===== src/rtl/alu_pair_pkg.sv =====
// Shared types and constants for the dual-lane ALU stimulus driver and its LFSR.
package alu_pair_pkg;

    typedef enum logic [1:0] {
        ST_IDLE,
        ST_RUN,
        ST_DRAIN,
        ST_DONE
    } state_t;

    localparam int unsigned       LFSR_W       = 20;
    localparam int unsigned       LFSR_TAP_HI  = 19;  // x^20
    localparam int unsigned       LFSR_TAP_LO  = 16;  // x^17
    localparam logic [LFSR_W-1:0] DEFAULT_SEED = 20'h5A5A5;

    // Stimulus word layout, MSB first: a0, b0, a1, b1, sel1, sel2
    localparam int unsigned A0_LSB   = 16;
    localparam int unsigned B0_LSB   = 12;
    localparam int unsigned A1_LSB   = 8;
    localparam int unsigned B1_LSB   = 4;
    localparam int unsigned SEL1_LSB = 2;
    localparam int unsigned SEL2_LSB = 0;

    typedef struct packed {
        logic [3:0] a0;
        logic [3:0] b0;
        logic [3:0] a1;
        logic [3:0] b1;
        logic [1:0] sel1;
        logic [1:0] sel2;
    } stim_t;

    function automatic logic [LFSR_W-1:0] lfsr_step(input logic [LFSR_W-1:0] s);
        return {s[LFSR_W-2:0], s[LFSR_TAP_HI] ^ s[LFSR_TAP_LO]};
    endfunction

endpackage


===== src/rtl/alu_pair_lfsr.sv =====
// 20-bit Fibonacci LFSR (x^20+x^17+1) with synchronous reload to the seed.
module alu_pair_lfsr
    import alu_pair_pkg::*;
#(
    parameter logic [LFSR_W-1:0] SEED = DEFAULT_SEED
) (
    input  logic              i_clk,
    input  logic              i_rst_n,
    input  logic              i_load,
    input  logic              i_en,
    output logic [LFSR_W-1:0] o_state
);

    // An all-zero seed would lock the register up
    localparam logic [LFSR_W-1:0] SEED_EFF =
        (SEED == '0) ? {{(LFSR_W-1){1'b0}}, 1'b1} : SEED;

    logic [LFSR_W-1:0] r_state;

    always_ff @(posedge i_clk or negedge i_rst_n) begin
        if (!i_rst_n) begin
            r_state <= SEED_EFF;
        end else if (i_load) begin
            r_state <= SEED_EFF;
        end else if (i_en) begin
            r_state <= lfsr_step(r_state);
        end
    end

    assign o_state = r_state;

endmodule


===== src/rtl/alu_pair_driver.sv =====
// Drives both ALU lanes from an LFSR, checks lockstep responses and counts mismatches.
module alu_pair_driver
    import alu_pair_pkg::*;
#(
    parameter int unsigned       RESP_LAT = 1,
    parameter logic [LFSR_W-1:0] SEED     = DEFAULT_SEED,
    parameter int unsigned       CNT_W    = 16
) (
    input  logic             wb_clk_i,
    input  logic             wb_rst_ni,
    input  logic             start_i,
    input  logic [CNT_W-1:0] num_vectors_i,
    input  logic             inject_i,
    output logic             busy_o,
    output logic             done_o,
    output logic             pass_o,
    output logic [CNT_W-1:0] err_count_o,
    output logic [CNT_W-1:0] vec_count_o,
    output logic [3:0]       a0_o,
    output logic [3:0]       b0_o,
    output logic [3:0]       a1_o,
    output logic [3:0]       b1_o,
    output logic [1:0]       sel1_o,
    output logic [1:0]       sel2_o,
    input  logic [3:0]       alu_out1_i,
    input  logic [3:0]       alu_out2_i,
    input  logic             carry1_i,
    input  logic             carry2_i,
    input  logic [3:0]       x_i,
    input  logic             y_i
);

    state_t            r_state;
    logic [CNT_W-1:0]  r_num;
    logic [CNT_W-1:0]  r_vec;
    logic [CNT_W-1:0]  r_err;
    logic              r_inject;
    logic              r_done;
    logic              r_pass;
    logic [1:0]        r_drain;
    stim_t             r_stim;
    // Stage 0 tracks our own output register; RESP_LAT further stages cover the macro
    logic [RESP_LAT:0] r_vld;

    logic [LFSR_W-1:0] w_lfsr;
    stim_t             w_stim;
    logic              w_accept;
    logic              w_run;
    logic              w_mismatch;
    logic              w_err_inc;
    logic [CNT_W-1:0]  w_err_next;
    logic [CNT_W-1:0]  w_vec_next;

    assign w_accept = (r_state == ST_IDLE) && start_i;
    assign w_run    = (r_state == ST_RUN);

    alu_pair_lfsr #(
        .SEED(SEED)
    ) u_lfsr (
        .i_clk  (wb_clk_i),
        .i_rst_n(wb_rst_ni),
        .i_load (w_accept),
        .i_en   (w_run),
        .o_state(w_lfsr)
    );

    always_comb begin
        w_stim      = stim_t'(w_lfsr);
        w_stim.a1   = w_stim.a0;
        w_stim.b1   = w_stim.b0 ^ {3'b000, r_inject};
        w_stim.sel2 = w_stim.sel1 ^ {1'b0, r_inject};
    end

    assign w_mismatch = (alu_out1_i != alu_out2_i) | (carry1_i != carry2_i) |
                        (x_i != '0) | y_i;
    assign w_err_inc  = r_vld[RESP_LAT] && w_mismatch && (r_err != '1);
    assign w_err_next = r_err + CNT_W'(w_err_inc);
    assign w_vec_next = r_vec + 1'b1;

    always_ff @(posedge wb_clk_i or negedge wb_rst_ni) begin
        if (!wb_rst_ni) begin
            r_state  <= ST_IDLE;
            r_num    <= '0;
            r_vec    <= '0;
            r_err    <= '0;
            r_inject <= 1'b0;
            r_done   <= 1'b0;
            r_pass   <= 1'b0;
            r_drain  <= '0;
            r_stim   <= '0;
            r_vld    <= '0;
        end else begin
            r_done <= 1'b0;
            r_vld  <= {r_vld[RESP_LAT-1:0], 1'b0};
            r_err  <= w_err_next;
            unique case (r_state)
                ST_IDLE: begin
                    if (start_i) begin
                        r_num    <= num_vectors_i;
                        r_inject <= inject_i;
                        r_vec    <= '0;
                        r_err    <= '0;
                        r_state  <= (num_vectors_i == '0) ? ST_DONE : ST_RUN;
                    end
                end
                ST_RUN: begin
                    r_stim   <= w_stim;
                    r_vld[0] <= 1'b1;
                    r_vec    <= w_vec_next;
                    r_drain  <= '0;
                    if (w_vec_next == r_num) begin
                        r_state <= ST_DRAIN;
                    end
                end
                ST_DRAIN: begin
                    if (r_drain == 2'(RESP_LAT - 1)) begin
                        r_state <= ST_DONE;
                    end else begin
                        r_drain <= r_drain + 1'b1;
                    end
                end
                ST_DONE: begin
                    // The final response is checked on this same edge, so use the updated count
                    r_done  <= 1'b1;
                    r_pass  <= (r_num == '0) ? 1'b1 :
                               (r_inject ? (w_err_next != '0) : (w_err_next == '0));
                    r_state <= ST_IDLE;
                end
                default: r_state <= ST_IDLE;
            endcase
        end
    end

    assign busy_o      = (r_state != ST_IDLE);
    assign done_o      = r_done;
    assign pass_o      = r_pass;
    assign err_count_o = r_err;
    assign vec_count_o = r_vec;
    assign a0_o        = r_stim.a0;
    assign b0_o        = r_stim.b0;
    assign a1_o        = r_stim.a1;
    assign b1_o        = r_stim.b1;
    assign sel1_o      = r_stim.sel1;
    assign sel2_o      = r_stim.sel2;

endmodule


===== config.mk =====
export PLATFORM = sky130hd
export DESIGN_NAME = alu_pair_driver
export DESIGN_NICKNAME = d
export VERILOG_FILES = /design/src/rtl/alu_pair_pkg.sv /design/src/rtl/alu_pair_lfsr.sv /design/src/rtl/alu_pair_driver.sv
export SDC_FILE = /design/constraint.sdc
export NUM_CORES = 1
export LEC_CHECK = 0
export CAP_MARGIN = 15
export CORE_AREA = 3 3 121 123
export DETAILED_ROUTE_END_ITERATION = 10
export DIE_AREA = 0 0 124 126
export PLACE_DENSITY = 0.55
export SLEW_MARGIN = 20
export SYNTH_ARGS = -nofsm -noshare
export SYNTH_HDL_FRONTEND = slang
export SYNTH_SLANG_ARGS = --single-unit

===== constraint.sdc =====
create_clock -name wb_clk_i -period 3.3 [get_ports wb_clk_i]
set_input_delay 0.66 -clock wb_clk_i [delete_from_list [all_inputs] [get_ports wb_clk_i]]
set_output_delay 0.66 -clock wb_clk_i [all_outputs]
set_load 0.05 [all_outputs]

==> results.md <==
- Commonest non-fill, non-tap cell in the layout: nand2_1
- Antenna violations before repair: 0
- Top_reg_cell synth: dfrtp_1
- Row cnt: 43
- Initial drt markers: 280
- Cell Area, Synth: 0.00474 mm²
- Ports: 90
- Drt via density: just over 5
- Post-route ant nets: 0
- N_diodes: 0
- Drt wl/cell: roughly 16 µm
- Setup_tns: 0 ns
- Max-slew violation count: 0
- Clock latency on the worst-skew pair: approximately 0.34 ns
- Pin count of the biggest net entering global routing: 48
- VDD IR-drop max: a little under 0.6 mV
- Final instance area: between 0.006 and 0.007 mm²
- First-pass GRT wire length: between 20000 and 25000 µm
- Arrival time worst endpoint: between 3 and 4 ns
- HPWL after detailed placement: just under 9000 µm
- Via total after detailed routing: approximately 4000
- Lkg Pwr: approximately 2.7 nW
- Worst setup SP type: input port
- RSZ-0062 raised after global routing: no
- GR Util All Layers: 16.4%
- Remaining routing DRC violations: 0
- Height of the die: around 130 µm
- Post-synthesis cell type count: 53
- Most frequent cells in the layout: nand2_1 (82), clkdlybuf4s50_1 (80), dfrtp_1 (79)
- Clock root buffer: clkbuf_16
- Hold Vio Cnt, Final: 0
- TritonCTS buffer count: 9
- Worst Clk Skew: 0.00848 ns
- # placed instances: between 700 and 800
- Clock sinks: 89
- Final Setup Violations: 0
- CP Class: in2reg
- Setup crit end kind: flip-flop
- PD cells: 848 mW/mm²
- Grt ovf: 0
- Slew headroom: 36.6%
- I/O Buffers: 89
- Status: finished clean
- Syn Area/Cell: roughly 9.1 µm²
- Fmax: about 330 MHz
- Seq cells post-synth: 89
- Min cycle time layout: 3.06 ns
- Layout cell share with drive strength beyond 1: between 10% and 20%
- Cts hold-fix bufs: 0
- P&R area growth vs syn: 32.3%
- Async S/R FF share, synth: 100%
- Crit-path max FO: 2
- Worst EP required: 3.52 ns
- Htree depth: 3
- Final non-filler cell total: 785
- Sequential fraction of the synthesis area: 47.3%
- Final Wtd Congestion: just under 0.9
- Yosys warnings: 0
- Die width: approximately 120 µm
- Synthesized Nets: 561
- Starting Density: 34.4%
- CTS tree: done
- Vias in the first global route: around 3900
- Die footprint: around 0.016 mm²
- Worst Hold Class: in2async
- Mapped Cells: approximately 520
- Reg clk slew, reported paths: ~0.07 ns
- EDFF count, synth: 0
- Final net count: 643
- TritonRoute pass-1 iters: 4
- Fin crit share: roughly 90%
- DP Area: 0.00582 mm²
- Core Box Area: roughly 0.014 mm²
- CTS Buffer Depth: 2
- Max Cap Viol: 0
- Slew @ Worst Pin: around 0.95 ns
- DRT Wirelength: about 12000 µm
-- registers in the layout (all words and copies together), names as in the netlist --
register / count
a1_o: 4
b0_o: 4
b1_o: 1
done_o: 1
err_count_o: 16
pass_o: 1
r_drain: 2
r_inject: 1
r_num: 16
r_state: 2
r_vld: 2
sel1_o: 2
sel2_o: 1
u_lfsr.o_state: 20
vec_count_o: 16
-- kinds of logic after synthesis --
logic type | count (synthesis) | share of synthesized area [%]
AND/OR/NAND/NOR | 221 | 23.3
buffers and inverters | 54 | 5.20
adder cells (fa/ha/maj) | 8 | 2.11
multiplexers | 16 | 3.46
AO/OA/AOI/OAI | 90 | 11.3
flip-flops | 89 | 47.3
XOR/XNOR | 40 | 7.40
-- metrics by stage --
| stage | util (%) | setup slack (ns) | power, mW | hold slack, ns |
|---|---|---|---|---|
| 4_1_cts | 45.1 | 0.00824 | 5.34 | 0.350 |
| 3_5_place_dp | 42.2 | -0.755 | 4.22 | 0.336 |
| 5_1_grt | 45.5 | 0.0680 | 5.66 | 0.360 |
| 6_report | 45.5 | 0.244 | 5.32 | 0.339 |
| 2_1_floorplan | - | 0.0433 | 3.51 | 0.331 |
| 3_3_place_gp | 42.2 | -0.556 | 4.17 | 0.331 |
-- area by class of cell --
class | count | area [µm²]
Fill cell | 1330 | 7510
Multi-Input combinational cell | 375 | 2380
Sequential cell | 89 | 2240
Timing Repair Buffer | 110 | 1070
Clock buffer | 12 | 246
Tap cell | 180 | 225
Inverter | 15 | 56.3
Clock inverter | 4 | 53.8
-- worst max-delay path, stage by stage --
cell	delay, ns
dlygate4sd2_1	0.23
or4_4	0.52
nor4_4	0.15
nand4_1	0.13
o211a_1	0.17
ha_4	0.19
ha_4	0.22
nor4_4	0.29
o2111ai_2	0.18
nor4_2	0.31
xnor2_1	0.15
a31oi_1	0.09
-- per-layer routing --
layer  global-route usage, %  wire (µm)  up-vias
met5                       0          0        -
met4                    6.44        202        0
met3                    2.87        528       13
met2                    25.2       5740       88
met1                    23.1       6020     1936
li1                        -          -     1945
-- path summary, 6_finish.rpt --
path                           startpoint           endpoint  slack, ns  depth (start not counted)
setup / recovery                   x_i[3]             pass_o       0.24                         12
hold / removal                  wb_rst_ni    err_count_o[11]       0.34                          1
setup reg to reg           err_count_o[5]             pass_o       0.38                         14
hold reg to reg                  r_vld[0]           r_vld[1]       0.35                          0
max in group asynchronous       wb_rst_ni  u_lfsr.o_state[0]       2.23                          2
min in group wb_clk_i            r_vld[0]           r_vld[1]       0.35                          0
-- power by group --
| part | internal [mW] | switching [mW] | total [mW] |
|---|---|---|---|
| combinational | 0.950 | 1.51 | 2.46 |
| clock | 0.610 | 0.436 | 1.05 |
| sequential | 1.49 | 0.322 | 1.81 |
-- cell usage after synthesis (2+ instances only) --
master | instances | area (µm²)
nand2_1 | 83 | 312
buf_4 | 9 | 67.6
nor4_1 | 13 | 81.3
dfstp_2 | 10 | 263
a22o_1 | 2 | 17.5
a21oi_1 | 17 | 85.1
nor2b_1 | 3 | 18.8
o21ai_0 | 44 | 220
buf_1 | 3 | 11.3
or3_1 | 6 | 37.5
inv_1 | 15 | 56.3
and2_1 | 8 | 50.1
ha_1 | 8 | 100
nand2b_1 | 11 | 68.8
o22ai_1 | 2 | 12.5
and4_1 | 2 | 17.5
clkbuf_1 | 19 | 71.3
nand3_1 | 22 | 110
nand4b_1 | 2 | 17.5
mux2i_1 | 13 | 130
nand3_2 | 2 | 20.0
a31oi_1 | 6 | 37.5
dfrtp_1 | 79 | 1980
o31ai_1 | 5 | 37.5
and3_1 | 5 | 31.3
o21a_1 | 2 | 15.0
xnor2_1 | 22 | 193
buf_2 | 8 | 40.0
nor3_1 | 6 | 30.0
nor3b_1 | 3 | 22.5
nor2_1 | 37 | 139
xor2_1 | 18 | 158
mux2_2 | 3 | 33.8
or2_2 | 2 | 12.5
nand4_1 | 9 | 56.3
o2111ai_1 | 2 | 17.5
-- timing repair --
| action | in CTS | in global routing |
|---|---|---|
| setup endpoints to repair | 1 | 1 |
| buffers inserted | 1 | 1 |
| cloned | 0 | 0 |
| resized for setup | 23 | 8 |
| pin swaps | 12 | 10 |
Power figures use the tool's default switching activity.
